$ cat config.mk
export PLATFORM = sky130hd
export DESIGN_NAME = lock_arbiter_rr_flat
export DESIGN_NICKNAME = d
export VERILOG_FILES = /design/src/rtl/lock_arbiter_rr_if.sv /design/src/rtl/lock_arbiter_rr.sv /design/src/flat_wrapper.sv
export SDC_FILE = /design/constraint.sdc
export NUM_CORES = 1
export LEC_CHECK = 0
export ABC_AREA = 1
export BUFFER_PORTS_ARGS = -buffer_cell sky130_fd_sc_hd__buf_2
export CAP_MARGIN = 15
export CORE_MARGIN = 10
export CORE_UTILIZATION = 48
export CTS_BUF_LIST = sky130_fd_sc_hd__clkbuf_16
export CTS_CLUSTER_SIZE = 20
export DETAILED_ROUTE_END_ITERATION = 6
export PLACE_DENSITY = 0.74
export SLEW_MARGIN = 10
export SYNTH_ARGS = -nofsm -noshare
export SYNTH_HDL_FRONTEND = slang
export SYNTH_SLANG_ARGS = --single-unit
$ cat constraint.sdc
create_clock -name clk -period 1.3 [get_ports clk]
set_clock_uncertainty 0.1 [all_clocks]
set_input_delay 0.39 -clock clk [delete_from_list [all_inputs] [get_ports clk]]
set_output_delay 0.39 -clock clk [all_outputs]
set_load 0.005 [all_outputs]
$ cat src/rtl/lock_arbiter_rr_if.sv
// lock_arbiter_rr_if: request/grant bundle between two cores and the lock arbiter
interface lock_arbiter_rr_if #(
    parameter int CNT_W = 8
);
    logic             req_1;
    logic             req_2;
    logic             grant_1;
    logic             grant_2;
    logic             owner;
    logic             busy;
    logic             revoke;
    logic [CNT_W-1:0] hold_cnt;

    modport master (
        output req_1, req_2,
        input  grant_1, grant_2, owner, busy, revoke, hold_cnt
    );

    modport slave (
        input  req_1, req_2,
        output grant_1, grant_2, owner, busy, revoke, hold_cnt
    );
endinterface

$ cat src/rtl/lock_arbiter_rr.sv
// lock_arbiter_rr: two-core round-robin memory lock; define LOCK_TIMEOUT_EN for forced revocation of contested locks
module lock_arbiter_rr #(
    parameter int MAX_HOLD = 64,
    parameter int CNT_W    = 8
) (
    input  logic             clk,
    input  logic             rst,
    lock_arbiter_rr_if.slave bus
);
`ifdef LOCK_TIMEOUT_EN
    localparam bit TIMEOUT = 1'b1;
`else
    localparam bit TIMEOUT = 1'b0;
`endif

    typedef enum logic [1:0] {IDLE, GNT1, GNT2, GAP} state_t;

    state_t           r_state, w_next;
    logic [CNT_W-1:0] r_cnt, w_cnt_inc;
    logic             r_blk_1, r_blk_2;
    logic             r_grant_1, r_grant_2, r_owner, r_busy, r_revoke;
    logic             w_elig_1, w_elig_2, w_at_limit, w_revoke;

    // a revoked core stays ineligible until its request has been seen low
    assign w_elig_1   = bus.req_1 && !r_blk_1;
    assign w_elig_2   = bus.req_2 && !r_blk_2;
    assign w_cnt_inc  = &r_cnt ? r_cnt : r_cnt + 1'b1;
    // the limit is reached once this grant cycle brings the held count to MAX_HOLD
    assign w_at_limit = w_cnt_inc == CNT_W'(MAX_HOLD);

    // next state: round-robin pick in IDLE, release or revocation while granted
    always_comb begin
        w_next   = r_state;
        w_revoke = 1'b0;
        case (r_state)
            IDLE: begin
                if (w_elig_1 && w_elig_2) w_next = r_owner ? GNT1 : GNT2;
                else if (w_elig_1)        w_next = GNT1;
                else if (w_elig_2)        w_next = GNT2;
            end
            GNT1: begin
                if (!bus.req_1) w_next = GAP;
                else if (TIMEOUT && w_at_limit && w_elig_2) begin
                    w_next   = GAP;
                    w_revoke = 1'b1;
                end
            end
            GNT2: begin
                if (!bus.req_2) w_next = GAP;
                else if (TIMEOUT && w_at_limit && w_elig_1) begin
                    w_next   = GAP;
                    w_revoke = 1'b1;
                end
            end
            default: w_next = IDLE;
        endcase
    end

    // state, registered outputs, hold counter and revoke-block flags
    always_ff @(posedge clk or negedge rst) begin
        if (!rst) begin
            r_state   <= IDLE;
            r_grant_1 <= 1'b0;
            r_grant_2 <= 1'b0;
            r_owner   <= 1'b1;
            r_busy    <= 1'b0;
            r_revoke  <= 1'b0;
            r_cnt     <= '0;
            r_blk_1   <= 1'b0;
            r_blk_2   <= 1'b0;
        end else begin
            r_state   <= w_next;
            r_grant_1 <= w_next == GNT1;
            r_grant_2 <= w_next == GNT2;
            r_busy    <= w_next != IDLE;
            r_revoke  <= w_revoke;
            r_blk_1   <= (r_blk_1 && bus.req_1) || (w_revoke && r_state == GNT1);
            r_blk_2   <= (r_blk_2 && bus.req_2) || (w_revoke && r_state == GNT2);
            if (r_state == IDLE && w_next != IDLE) begin
                r_owner <= w_next == GNT2;
                r_cnt   <= '0;
            end else if (r_state == GNT1 || r_state == GNT2) begin
                r_cnt   <= w_cnt_inc;
            end
        end
    end

    assign bus.grant_1  = r_grant_1;
    assign bus.grant_2  = r_grant_2;
    assign bus.owner    = r_owner;
    assign bus.busy     = r_busy;
    assign bus.revoke   = r_revoke;
    assign bus.hold_cnt = r_cnt;
endmodule

$ cat src/flat_wrapper.sv
// flat-port wrapper written by rule: the top's interface ports become plain ports
module lock_arbiter_rr_flat 
#(
    parameter int MAX_HOLD = 64,
    parameter int CNT_W    = 8
)
  (clk, rst, bus_req_1, bus_req_2, bus_grant_1, bus_grant_2, bus_owner, bus_busy, bus_revoke, bus_hold_cnt);
  lock_arbiter_rr_if #(.CNT_W(CNT_W)) bus_i ();
  input  logic clk;
  input  logic rst;
  input wire logic [$bits(bus_i.req_1)-1:0] bus_req_1;
  input wire logic [$bits(bus_i.req_2)-1:0] bus_req_2;
  output wire logic [$bits(bus_i.grant_1)-1:0] bus_grant_1;
  output wire logic [$bits(bus_i.grant_2)-1:0] bus_grant_2;
  output wire logic [$bits(bus_i.owner)-1:0] bus_owner;
  output wire logic [$bits(bus_i.busy)-1:0] bus_busy;
  output wire logic [$bits(bus_i.revoke)-1:0] bus_revoke;
  output wire logic [$bits(bus_i.hold_cnt)-1:0] bus_hold_cnt;
  assign bus_i.req_1 = bus_req_1;
  assign bus_i.req_2 = bus_req_2;
  assign bus_grant_1 = bus_i.grant_1;
  assign bus_grant_2 = bus_i.grant_2;
  assign bus_owner = bus_i.owner;
  assign bus_busy = bus_i.busy;
  assign bus_revoke = bus_i.revoke;
  assign bus_hold_cnt = bus_i.hold_cnt;
  lock_arbiter_rr #(.MAX_HOLD(MAX_HOLD), .CNT_W(CNT_W)) u_core (.clk(clk), .rst(rst), .bus(bus_i));
endmodule
==> flow_summary_export.csv, run 1 <==
group,metric,value,unit
place,place_hpwl,1700,um
detailed_routing,first_pass_iters,4,
final_layout,register_area,403,um^2
logic_synthesis,netlist_area,935,um^2
final_layout,fillers,63,
logic_synthesis,synthTopCellsByArea,"dfrtp_1 (40%), nand2_1 (12%), ha_1 (9.4%)",
logic_synthesis,yosys_warnings,0,
pwr,pwr_density_cell,2400,nW/um^2
worst_setup_path,required,1370,ps
final_layout,final_area,1640,um^2
final_layout,antenna_cells,0,
run,timing.max_cap.violations,0,
global_route,antenna_found_initial,0,
global_route,grt_pass1_vias,1017,
clock_tree,cts_tree,"done",
logic_synthesis,syn_avg_cell_area,8.06,um^2
worst_setup_path,crit_path_end_kind,"register",
detailed_routing,drt_iter0_drc,67,
sta,final.min_clock_period,1620,ps
worst_setup_path,path_class,"reg2reg",
place,place_area,1220,um^2
clock_tree,htreeDepth,1,
final_layout,post-route-util,92.1,%
die,start_util,52.4,%
logic_synthesis,synth_cell_types,22,
detailed_routing,drt-total-wl,3850,um
logic_synthesis,ys_seq_elements,16,
die,rows,15,
worst_setup_path,crit_slowest_cell,"dfrtp_1",
place,numPortBuffers,15,
logic_synthesis,yosysMostFrequentCell,"nand2_1",
sta,drv_slew,0,
global_route,grt_max_degree,17,
logic_synthesis,synth_top_area_share,40.2,%
detailed_routing,via_per_inst,5.47,
worst_setup_path,crit_chain,"buf_6, ha_2, a21oi_2, nand2_2, nand2_4, nand2_4, a21oi_2",
logic_synthesis,ys_seq_area_share,43.0,%
clock_tree,cts_buffers,3,
global_route,grt_overflow,0,
status,violations,"negative setup slack",
sta,worst_slack,-321,ps
logic_synthesis,async_flop_share,100,%
worst_setup_path,slowest_delay,440,ps
die,die_h,64.1,um
detailed_routing,drc,0,
place,pre_cts_ws,-223,ps
sta,final_hold_viol_count,0,
logic_synthesis,synth_edf_count,0,
global_route,track_usage,14.8,%
worst_setup_path,cp.arrival,1690,ps
logic_synthesis,yosys_most_used_dff,"dfrtp_1",
logic_synthesis,syn_nets,127,
global_route,grt_pass1_wl,4860,um
logic_synthesis,yosysTopAreaCell,"dfrtp_1",
status,status,"finished, violations left",
worst_setup_path,crit_fanout,5,
final_layout,final_cells,193,
clock_tree,clk_pin_slew,50,ps
final_layout,nets,180,
clock_tree,clock_path_buffers,2,
final_layout,drive_gt1_share,57.7,%
place,gp_congestion,0.835,
sta,rsz0062_at_grt,"yes",
sta,max_freq,617,MHz
sta,period_share,125,%
logic_synthesis,syn_inst,116,
sta,setup_viol,22,
die,die_area,4110,um^2
clock_tree,clk_latency,250,ps
worst_setup_path,cp-start-kind,"register",
detailed_routing,ant_nets,0,
clock_tree,cts.sinks,16,
worst_setup_path,r2r_slack,-320,ps
detailed_routing,wire_per_inst,20.0,um
detailed_routing,vias,1056,
clock_tree,cts_root_buf,"clkbuf_16",
die,placeableCoreArea,1780,um^2
logic_synthesis,synthTopCellsByCount,"nand2_1 (30), inv_1 (19), dfrtp_1 (15), a21oi_1 (9), nand3_1 (8)",
pwr,leakage,0.875,nW
die,io_pins,17,
place,placed_cells,174,
sta,fin_tns_setup,-4270,ps
pwr,ir_drop,2210,uV
die,die_w,64.1,um
worst_hold_path,hp-class,"in2reg",
final_layout,syn_to_final_growth,75.8,%
final_layout,multi_input_area,622,um^2
-- worst max-delay path, delay by kind of cell (launching register included) --
kind            cells  cell delay (ps)
flops               1              440
compound gates      2              340
simple gates        3              340
buf+inv             1              160
fa+ha+maj           1              170
-- final timing paths --
path	from	to	cells past startpoint
max reg2reg	u_core.r_state[1]	u_core.bus.hold_cnt[3]	7
min reg2reg	u_core.r_blk_1	u_core.r_blk_1	2
max	u_core.r_state[1]	u_core.bus.hold_cnt[3]	7
min in group asynchronous	rst	u_core.bus.grant_1	2
min	bus_req_2	u_core.r_blk_2	3
max in group asynchronous	rst	u_core.bus.owner	2
-- placed cells by master (no fill, tap or decap), types with 2 or more instances in the layout --
cell type  netlist  final
a21oi_1          9      3
a21oi_2          1      7
buf_2            0      7
buf_4            1     21
buf_6            0     20
clkbuf_16        0      3
dfrtp_1         15     14
ha_2             0      3
ha_4             0      3
inv_1           19     16
inv_2            1      2
inv_4            0      2
nand2_1         30     24
nand2_2          2      5
nand2_4          3      6
nand3_1          8      5
nand3_2          0      3
nand4_1          2      2
nor2_2           1      6
nor2_4           0      2
-- where the power goes --
part | total [mW] | internal, mW | leakage [nW] | switching [mW]
sequential | 0.775 | 0.647 | 0.207 | 0.128
combinational | 2.57 | 1.16 | 0.629 | 1.41
clock | 0.606 | 0.408 | 0.0385 | 0.198
-- layout make-up --
cell class / instances / area share [%]
inverter: 20 / 4.87
timing repair buffer: 49 / 26.0
sequential: 16 / 24.5
tap: 25 / 1.90
multi-input combinational: 79 / 37.9
clock inverter: 1 / 0.228
clock buffer: 3 / 4.57
-- state kept, by name, indices dropped and copies added (netlist names) --
name / flops
u_core.r_blk_2: 1
u_core.bus.grant_2: 1
u_core.bus.busy: 1
u_core.r_blk_1: 1
u_core.bus.grant_1: 1
u_core.bus.hold_cnt: 8
u_core.r_state: 2
u_core.bus.owner: 1
-- metal layers --
| layer | vias to the layer above | track usage (%) | part of all wire [%] |
|---|---|---|---|
| met5 | - | 0 | 0 |
| met4 | 0 | 5.61 | 4.3 |
| met3 | 16 | 5.57 | 6.6 |
| met2 | 53 | 25.4 | 49 |
| met1 | 525 | 16.1 | 41 |
| li1 | 462 | - | - |
-- through the flow --
step	power, mW	hold WS (ps)
2_1_floorplan	1.62	-5.59
3_3_place_gp	2.14	215
3_5_place_dp	2.18	212
4_1_cts	3.42	279
5_1_grt	4.11	331
6_report	3.95	314
-- cell families after synthesis --
| group | after synthesis | synth area share, % |
|---|---|---|
| compound gates | 13 | 7.63 |
| xor+xnor | 2 | 1.87 |
| fa+ha+maj | 7 | 9.37 |
| buf+inv | 22 | 9.24 |
| flops | 16 | 43.0 |
| other cells | 1 | 0.401 |
| simple gates | 55 | 28.5 |
-- timing repair --
item / in CTS / in global routing
gates resized for setup: 35 / 24
setup buffers: 9 / 5
gates cloned: 1 / 0
endpoints found under the hold margin: 15 / 0
pin swaps: 13 / 10
hold buffers: 1 / 0
setup endpoints to repair: 22 / 22
Power figures use the tool's default switching activity.
==> run 2, diff against run 1 <==
CAP_MARGIN = 20   (was 15)
REMOVE_ABC_BUFFERS = 1   (was unset)
==> flow_summary_export.csv, run 2 <==
group,metric,value,unit
status,status,"did not finish",
status,lastStage,"5_1_grt",
status,error,"[ERROR DPL-0033] detailed placement checks failed during check placement.",
die,die_w,64.1,um
place,numPortBuffers,15,
logic_synthesis,synth.area.mux_share,0,%
logic_synthesis,ys_seq_elements,16,
logic_synthesis,async_flop_share,100,%
logic_synthesis,synth_top_family_by_area,"simple AND/OR/NAND/NOR gates",
logic_synthesis,syn_inst,116,
logic_synthesis,yosys_warnings,0,
die,rows,15,
sta,crit_endpoint,"u_core.bus.hold_cnt[2]$_DFFE_PN0P_/D",
place,place_hpwl,1800,um
place,placed_cells,175,
clock_tree,cts_root_buf,"clkbuf_16",
clock_tree,clock_path_buffers,2,
sta,worst-ep-kind,"sequential cell input",
place,gp_congestion,0.821,
die,io_pins,17,
logic_synthesis,netlist_area,935,um^2
global_route,antenna_found_initial,0,
logic_synthesis,yosysMostFrequentCell,"nand2_1",
clock_tree,cts_buffers,3,
logic_synthesis,synthTopCellsByArea,"dfrtp_1 (40%), nand2_1 (12%), ha_1 (9.4%)",
place,pre_cts_ws,-358,ps
die,start_util,52.4,%
logic_synthesis,yosys_most_used_dff,"dfrtp_1",
global_route,grt_max_degree,17,
clock_tree,cts.sinks,16,
logic_synthesis,yosysTopAreaCell,"dfrtp_1",
logic_synthesis,syn_avg_cell_area,8.06,um^2
logic_synthesis,synth_fa_ha_area_share,9.37,%
logic_synthesis,synthXorXnorAreaFrac,1.87,%
logic_synthesis,synth_top_area_share,40.2,%
logic_synthesis,synth_cell_types,22,
logic_synthesis,synth-simple-area-share,28.5,%
logic_synthesis,synth_compound_area_share,7.63,%
clock_tree,htreeDepth,1,
logic_synthesis,synth_edf_count,0,
die,die_h,64.1,um
logic_synthesis,ys_seq_area_share,43.0,%
logic_synthesis,synthTopCellsByCount,"nand2_1 (30), inv_1 (19), dfrtp_1 (15), a21oi_1 (9), nand3_1 (8)",
[run 2: cell counts after synthesis]
No cell type changed its count.
[run 2: cells by family after synthesis]
logic type	after synthesis
simple gates	55
buf+inv	22
flops	16
compound gates	13
fa+ha+maj	7
xor+xnor	2
other cells	1
[run 2: what timing repair did]
action | 4_1_cts
buffers inserted | 8
hold buffers | 1
gates resized for setup | 67
hold endpoints to repair | 15
cloned | 1
pin swaps | 18
setup endpoints to repair | 23
[run 2: per-stage QoR]
stage / util, % / instance area [um^2]
CTS: 89.5 / 1600
floorplan: - / 923
global placement: 66.6 / 1190
detailed placement: 66.6 / 1190
==> run 3, diff against run 2 <==
CORE_AREA = 10 10 71 73   (was unset)
CORE_MARGIN = unset   (was 10)
CORE_UTILIZATION = unset   (was 48)
CTS_BUF_LIST = unset   (was sky130_fd_sc_hd__clkbuf_16)
CTS_CLUSTER_SIZE = unset   (was 20)
DIE_AREA = 0 0 81 83   (was unset)
PLACE_DENSITY = unset   (was 0.74)
PLACE_DENSITY_LB_ADDON = 0.15   (was unset)
clock period = 1.69 ns   (was 1.3 ns; I/O delays follow)
==> flow_summary_export.csv, run 3 (synthesis results as in run 1) <==
group,metric,value,unit
clock_tree,cts_buffers,3,
clock_tree,cts_root_buf,"clkbuf_8",
detailed_routing,wire_per_inst,10.9,um
final_layout,post-route-util,32.6,%
final_layout,nets,153,
die,start_util,25.7,%
worst_setup_path,slowest_delay,340,ps
clock_tree,cts_hold_buf,0,
worst_setup_path,required,1770,ps
final_layout,layout_commonest_cell,"nand2_1",
die,die_area,6720,um^2
die,die_h,83,um
place,place_hpwl,1670,um
clock_tree,clock_path_buffers,2,
detailed_routing,drt_iter0_drc,58,
worst_setup_path,path_class,"reg2reg",
sta,hold_slack,72.5,ps
sta,drv_slew,0,
worst_setup_path,timing.critical_path.mode_cell,"nand2_4",
pwr,leakage,0.699,nW
sta,period_share,91.5,%
die,placeableCoreArea,3630,um^2
sta,final_hold_viol_count,0,
clock_tree,cts_resized,0,
place,numPortBuffers,15,
global_route,grt_pass1_vias,800,
global_route,track_usage,6.59,%
sta,setup_viol,0,
final_layout,register_area,402,um^2
worst_setup_path,cp.arrival,1630,ps
final_layout,largest_reg_flops,8,
die,die_w,81,um
final_layout,syn_to_final_growth,26.6,%
global_route,antenna_found_initial,0,
clock_tree,postCtsSetupRepairBufs,0,
worst_setup_path,worst-r2r-cell-count,8,
global_route,grt_overflow,0,
worst_setup_path,r2r_slack,140,ps
detailed_routing,drt-total-wl,2070,um
clock_tree,cts.sinks,16,
clock_tree,clk_pin_slew,60,ps
run,timing.max_cap.violations,0,
detailed_routing,ant_nets,0,
pwr,pwr_density_cell,1600,nW/um^2
place,placed_cells,185,
detailed_routing,via_per_inst,4.02,
clock_tree,cts_tree,"done",
die,rows,22,
worst_setup_path,crit_slowest_cell,"dfrtp_1",
final_layout,final_cell_mix,"nand2_1 (29), inv_1 (19), buf_2 (15), dfrtp_1 (15), a21oi_1 (9)",
sta,final.min_clock_period,1550,ps
sta,rsz0062_at_grt,"no",
status,status,"finished clean",
clock_tree,clk_latency,250,ps
final_layout,antenna_cells,0,
worst_setup_path,cp-start-kind,"register",
pwr,p_total,1.90,mW
detailed_routing,drc,0,
detailed_routing,first_pass_iters,4,
final_layout,fillers,393,
global_route,grt_pass1_wl,3560,um
worst_setup_path,crit_chain,"ha_1, nand2_4, nor2_1, nand2_4, nand2_4, nor2_2, or2_0, a21oi_2",
clock_tree,htreeDepth,1,
pwr,ir_drop,726,uV
final_layout,final_cells,189,
die,io_pins,17,
worst_hold_path,hp-class,"in2async",
worst_setup_path,crit_fanout,7,
detailed_routing,vias,760,
sta,max_freq,647,MHz
final_layout,multi_input_area,457,um^2
final_layout,drive_gt1_share,27.7,%
place,gp_congestion,0.724,
global_route,grt_max_degree,17,
worst_setup_path,crit_path_end_kind,"register",
run 3: metal layers:
metal	share of wire (%)	wire (um)	track usage [%]	up-vias
met4	1.5	31	3.29	0
met5	0	0	0	-
met3	4.7	98	2.26	2
li1	-	-	-	404
met1	45	934	7.18	341
met2	48	1000	10.9	13
run 3: metrics by stage:
stage | setup TNS, ps | instance area, um^2 | worst slack (ps)
finish | 0 | 1180 | 144
global route | 0 | 1180 | 3.76
CTS | 0 | 1170 | 66.8
detailed placement | -27.9 | 1120 | -12.7
global placement | 0 | 1120 | 31.4
floorplan | 0 | 923 | 78.8
run 3: worst max-delay path: cells and delay by family (launching register included):
kind                       cells  cell delay [ps]
adders and majority gates      1              210
AOI/OAI and AO/OA              1              100
and+or+nand+nor                6              730
DFF                            1              340
run 3: report_power, final:
| group | total [mW] | switching (mW) | internal, mW | leakage, nW |
|---|---|---|---|---|
| logic | 1.01 | 0.596 | 0.414 | 0.462 |
| clock network | 0.333 | 0.127 | 0.206 | 0.0288 |
| registers | 0.554 | 0.0593 | 0.495 | 0.208 |
| total | 1.90 | 0.782 | 1.12 | 0.699 |
run 3: area by class of cell:
cell class	count	share of cell area (%)
Multi-Input combinational cell	78	38.6
Sequential cell	16	33.9
Timing Repair Buffer	23	11.4
Inverter	20	6.34
Tap cell	48	5.07
Clock buffer	4	4.65
run 3: worst paths after layout:
path	startpoint	to
min	rst	u_core.r_blk_2
min reg2reg	u_core.r_blk_1	u_core.r_blk_1
max reg2reg	u_core.bus.hold_cnt[0]	u_core.bus.hold_cnt[2]
min in group clk	u_core.r_blk_1	u_core.r_blk_1
max	u_core.bus.hold_cnt[0]	u_core.bus.hold_cnt[2]
max in group asynchronous	rst	u_core.bus.owner
==> run 4, diff against run 3 <==
CELL_PAD_IN_SITES_DETAIL_PLACEMENT = 1   (was unset)
CELL_PAD_IN_SITES_GLOBAL_PLACEMENT = 1   (was unset)
==> flow_summary_export.csv, run 4 (synthesis results as in run 1) <==
group,metric,value,unit
global_route,grt_overflow,0,
clock_tree,cts_tree,"done",
final_layout,nets,152,
worst_setup_path,crit_family,"flip-flops",
sta,max_freq,641,MHz
pwr,leakage,0.696,nW
sta,setup_viol,0,
detailed_routing,ant_nets,0,
pwr,clockPowerShare,17.4,%
final_layout,antenna_cells,0,
worst_setup_path,path_buf_inv,1,
worst_setup_path,crit_chain,"buf_4, ha_1, a21oi_1, nand2_1, nand2_1, nand2_4, a21oi_1",
detailed_routing,drt-total-wl,2340,um
final_layout,layout_commonest_cell,"nand2_1",
worst_setup_path,slowest_delay,380,ps
pwr,ir_drop,989,uV
detailed_routing,wire_per_inst,12.4,um
worst_setup_path,cp.depth,7,
worst_setup_path,cp-startpoint,"u_core.r_state[0]",
worst_setup_path,crit_path_end,"u_core.bus.hold_cnt[7]",
pwr,pwr_density_cell,1660,nW/um^2
worst_setup_path,cp.arrival,1640,ps
global_route,grt_max_degree,17,
sta,period_share,92.4,%
global_route,antenna_found_initial,0,
detailed_routing,via_per_inst,4.30,
clock_tree,cts.sinks,16,
final_layout,syn_to_final_growth,27.0,%
place,place_area,1110,um^2
detailed_routing,vias,808,
pwr,p_sw_share,42.2,%
sta,drv_slew,0,
pwr,p_sw,0.834,mW
worst_setup_path,path_class,"reg2reg",
die,io_pins,17,
global_route,track_usage,7.01,%
pwr,power.internal,1.14,mW
final_layout,final_area,1190,um^2
clock_tree,clk_latency,250,ps
run,timing.max_cap.violations,0,
worst_setup_path,r2r_slack,130,ps
sta,rsz0062_at_grt,"no",
sta,final.min_clock_period,1560,ps
worst_setup_path,cp-start-kind,"register",
pwr,p_seq_share,27.9,%
status,status,"finished clean",
die,placeableCoreArea,3630,um^2
detailed_routing,drt_iter0_drc,41,
worst_setup_path,rr_startpoint,"u_core.r_state[0]",
sta,hold_slack,65.5,ps
worst_setup_path,r2r-end,"u_core.bus.hold_cnt[7]",
detailed_routing,first_pass_iters,4,
detailed_routing,drc,0,
clock_tree,cts_root_buf,"clkbuf_8",
die,die_area,6720,um^2
place,place_hpwl,1880,um
clock_tree,htreeDepth,1,
clock_tree,clk_pin_slew,70,ps
pwr,p_comb_share,54.7,%
clock_tree,cts_buffers,3,
place,gp_congestion,0.729,
worst_setup_path,crit_slowest_cell,"dfrtp_1",
worst_hold_path,hp-class,"in2async",
place,numPortBuffers,15,
final_layout,largest_reg_flops,8,
worst_setup_path,worst-r2r-cell-count,7,
clock_tree,clock_path_buffers,2,
global_route,grt_pass1_wl,3830,um
die,die_w,81,um
final_layout,drive_gt1_share,27.1,%
die,die_h,83,um
final_layout,final_cell_mix,"nand2_1 (30), inv_1 (19), buf_2 (15), dfrtp_1 (15)",
worst_setup_path,required,1760,ps
worst_setup_path,crit_path_end_kind,"register",
sta,final_hold_viol_count,0,
die,rows,22,
worst_setup_path,crit_fanout,10,
global_route,grt_pass1_vias,813,
die,start_util,25.7,%
==> run 4: power by group through the flow <==
| stage | Combinational, mW | Clock (mW) | Sequential (mW) |
|---|---|---|---|
| final | 1.08 | 0.344 | 0.552 |
| after global routing | 1.22 | 0.373 | 0.565 |
| after CTS | 1.01 | 0.354 | 0.554 |
| after detailed placement | 1.00 | 0 | 0.558 |
| after global placement | 0.993 | 0 | 0.558 |
| after floorplan | 0.565 | 0 | 0.581 |
==> run 4: how the worst min path moves through the flow <==
stage                                   to  slack (ps)  cells past startpoint
floorplan                  u_core.bus.busy         110                      0
global placement            u_core.r_blk_1         340                      1
detailed placement          u_core.r_blk_2         350                      1
CTS                         u_core.r_blk_2          80                      1
global route                u_core.r_blk_1          90                      1
finish              u_core.bus.hold_cnt[7]          70                      1
==> run 4: final cells by class <==
class	instances	area, um^2
fill	469	2450
multi-input combinational	78	468
clock buffer	4	55.1
tap	48	60.1
inverter	20	75.1
timing repair buffer	22	128
sequential	16	402
==> run 4: timing repair <==
item,in CTS,in global routing
gates resized for setup,0,4
setup endpoints to repair,0,6
hold buffers,0,0
setup buffers,0,0
==> run 4: per-stage QoR <==
step                utilization (%)  TNS [ps]  power (mW)  instances  worst slack, ps
finish                         32.7         0        1.98        188              129
CTS                            32.1         0        1.92        188             45.2
global route                   32.7         0        2.15        188             1.01
floorplan                         -         0        1.15        114             78.8
global placement               30.6     -29.0        1.55        184            -17.9
detailed placement             30.6      -413        1.56        184            -80.0
==> run 4: metal layers <==
metal	wire, um	part of all wire, %	GRT usage, %
met4	17	0.73	2.35
met5	0	0	0
met1	1090	47	8.81
met3	113	4.8	2.37
met2	1110	48	10.8
==> run 4: worst reg2reg max path, delay by kind of cell, from the launching register on <==
kind,cells,cell delay [ps]
buf+inv,1,150
flops,1,380
compound gates,2,320
fa+ha+maj,1,190
simple gates,3,350
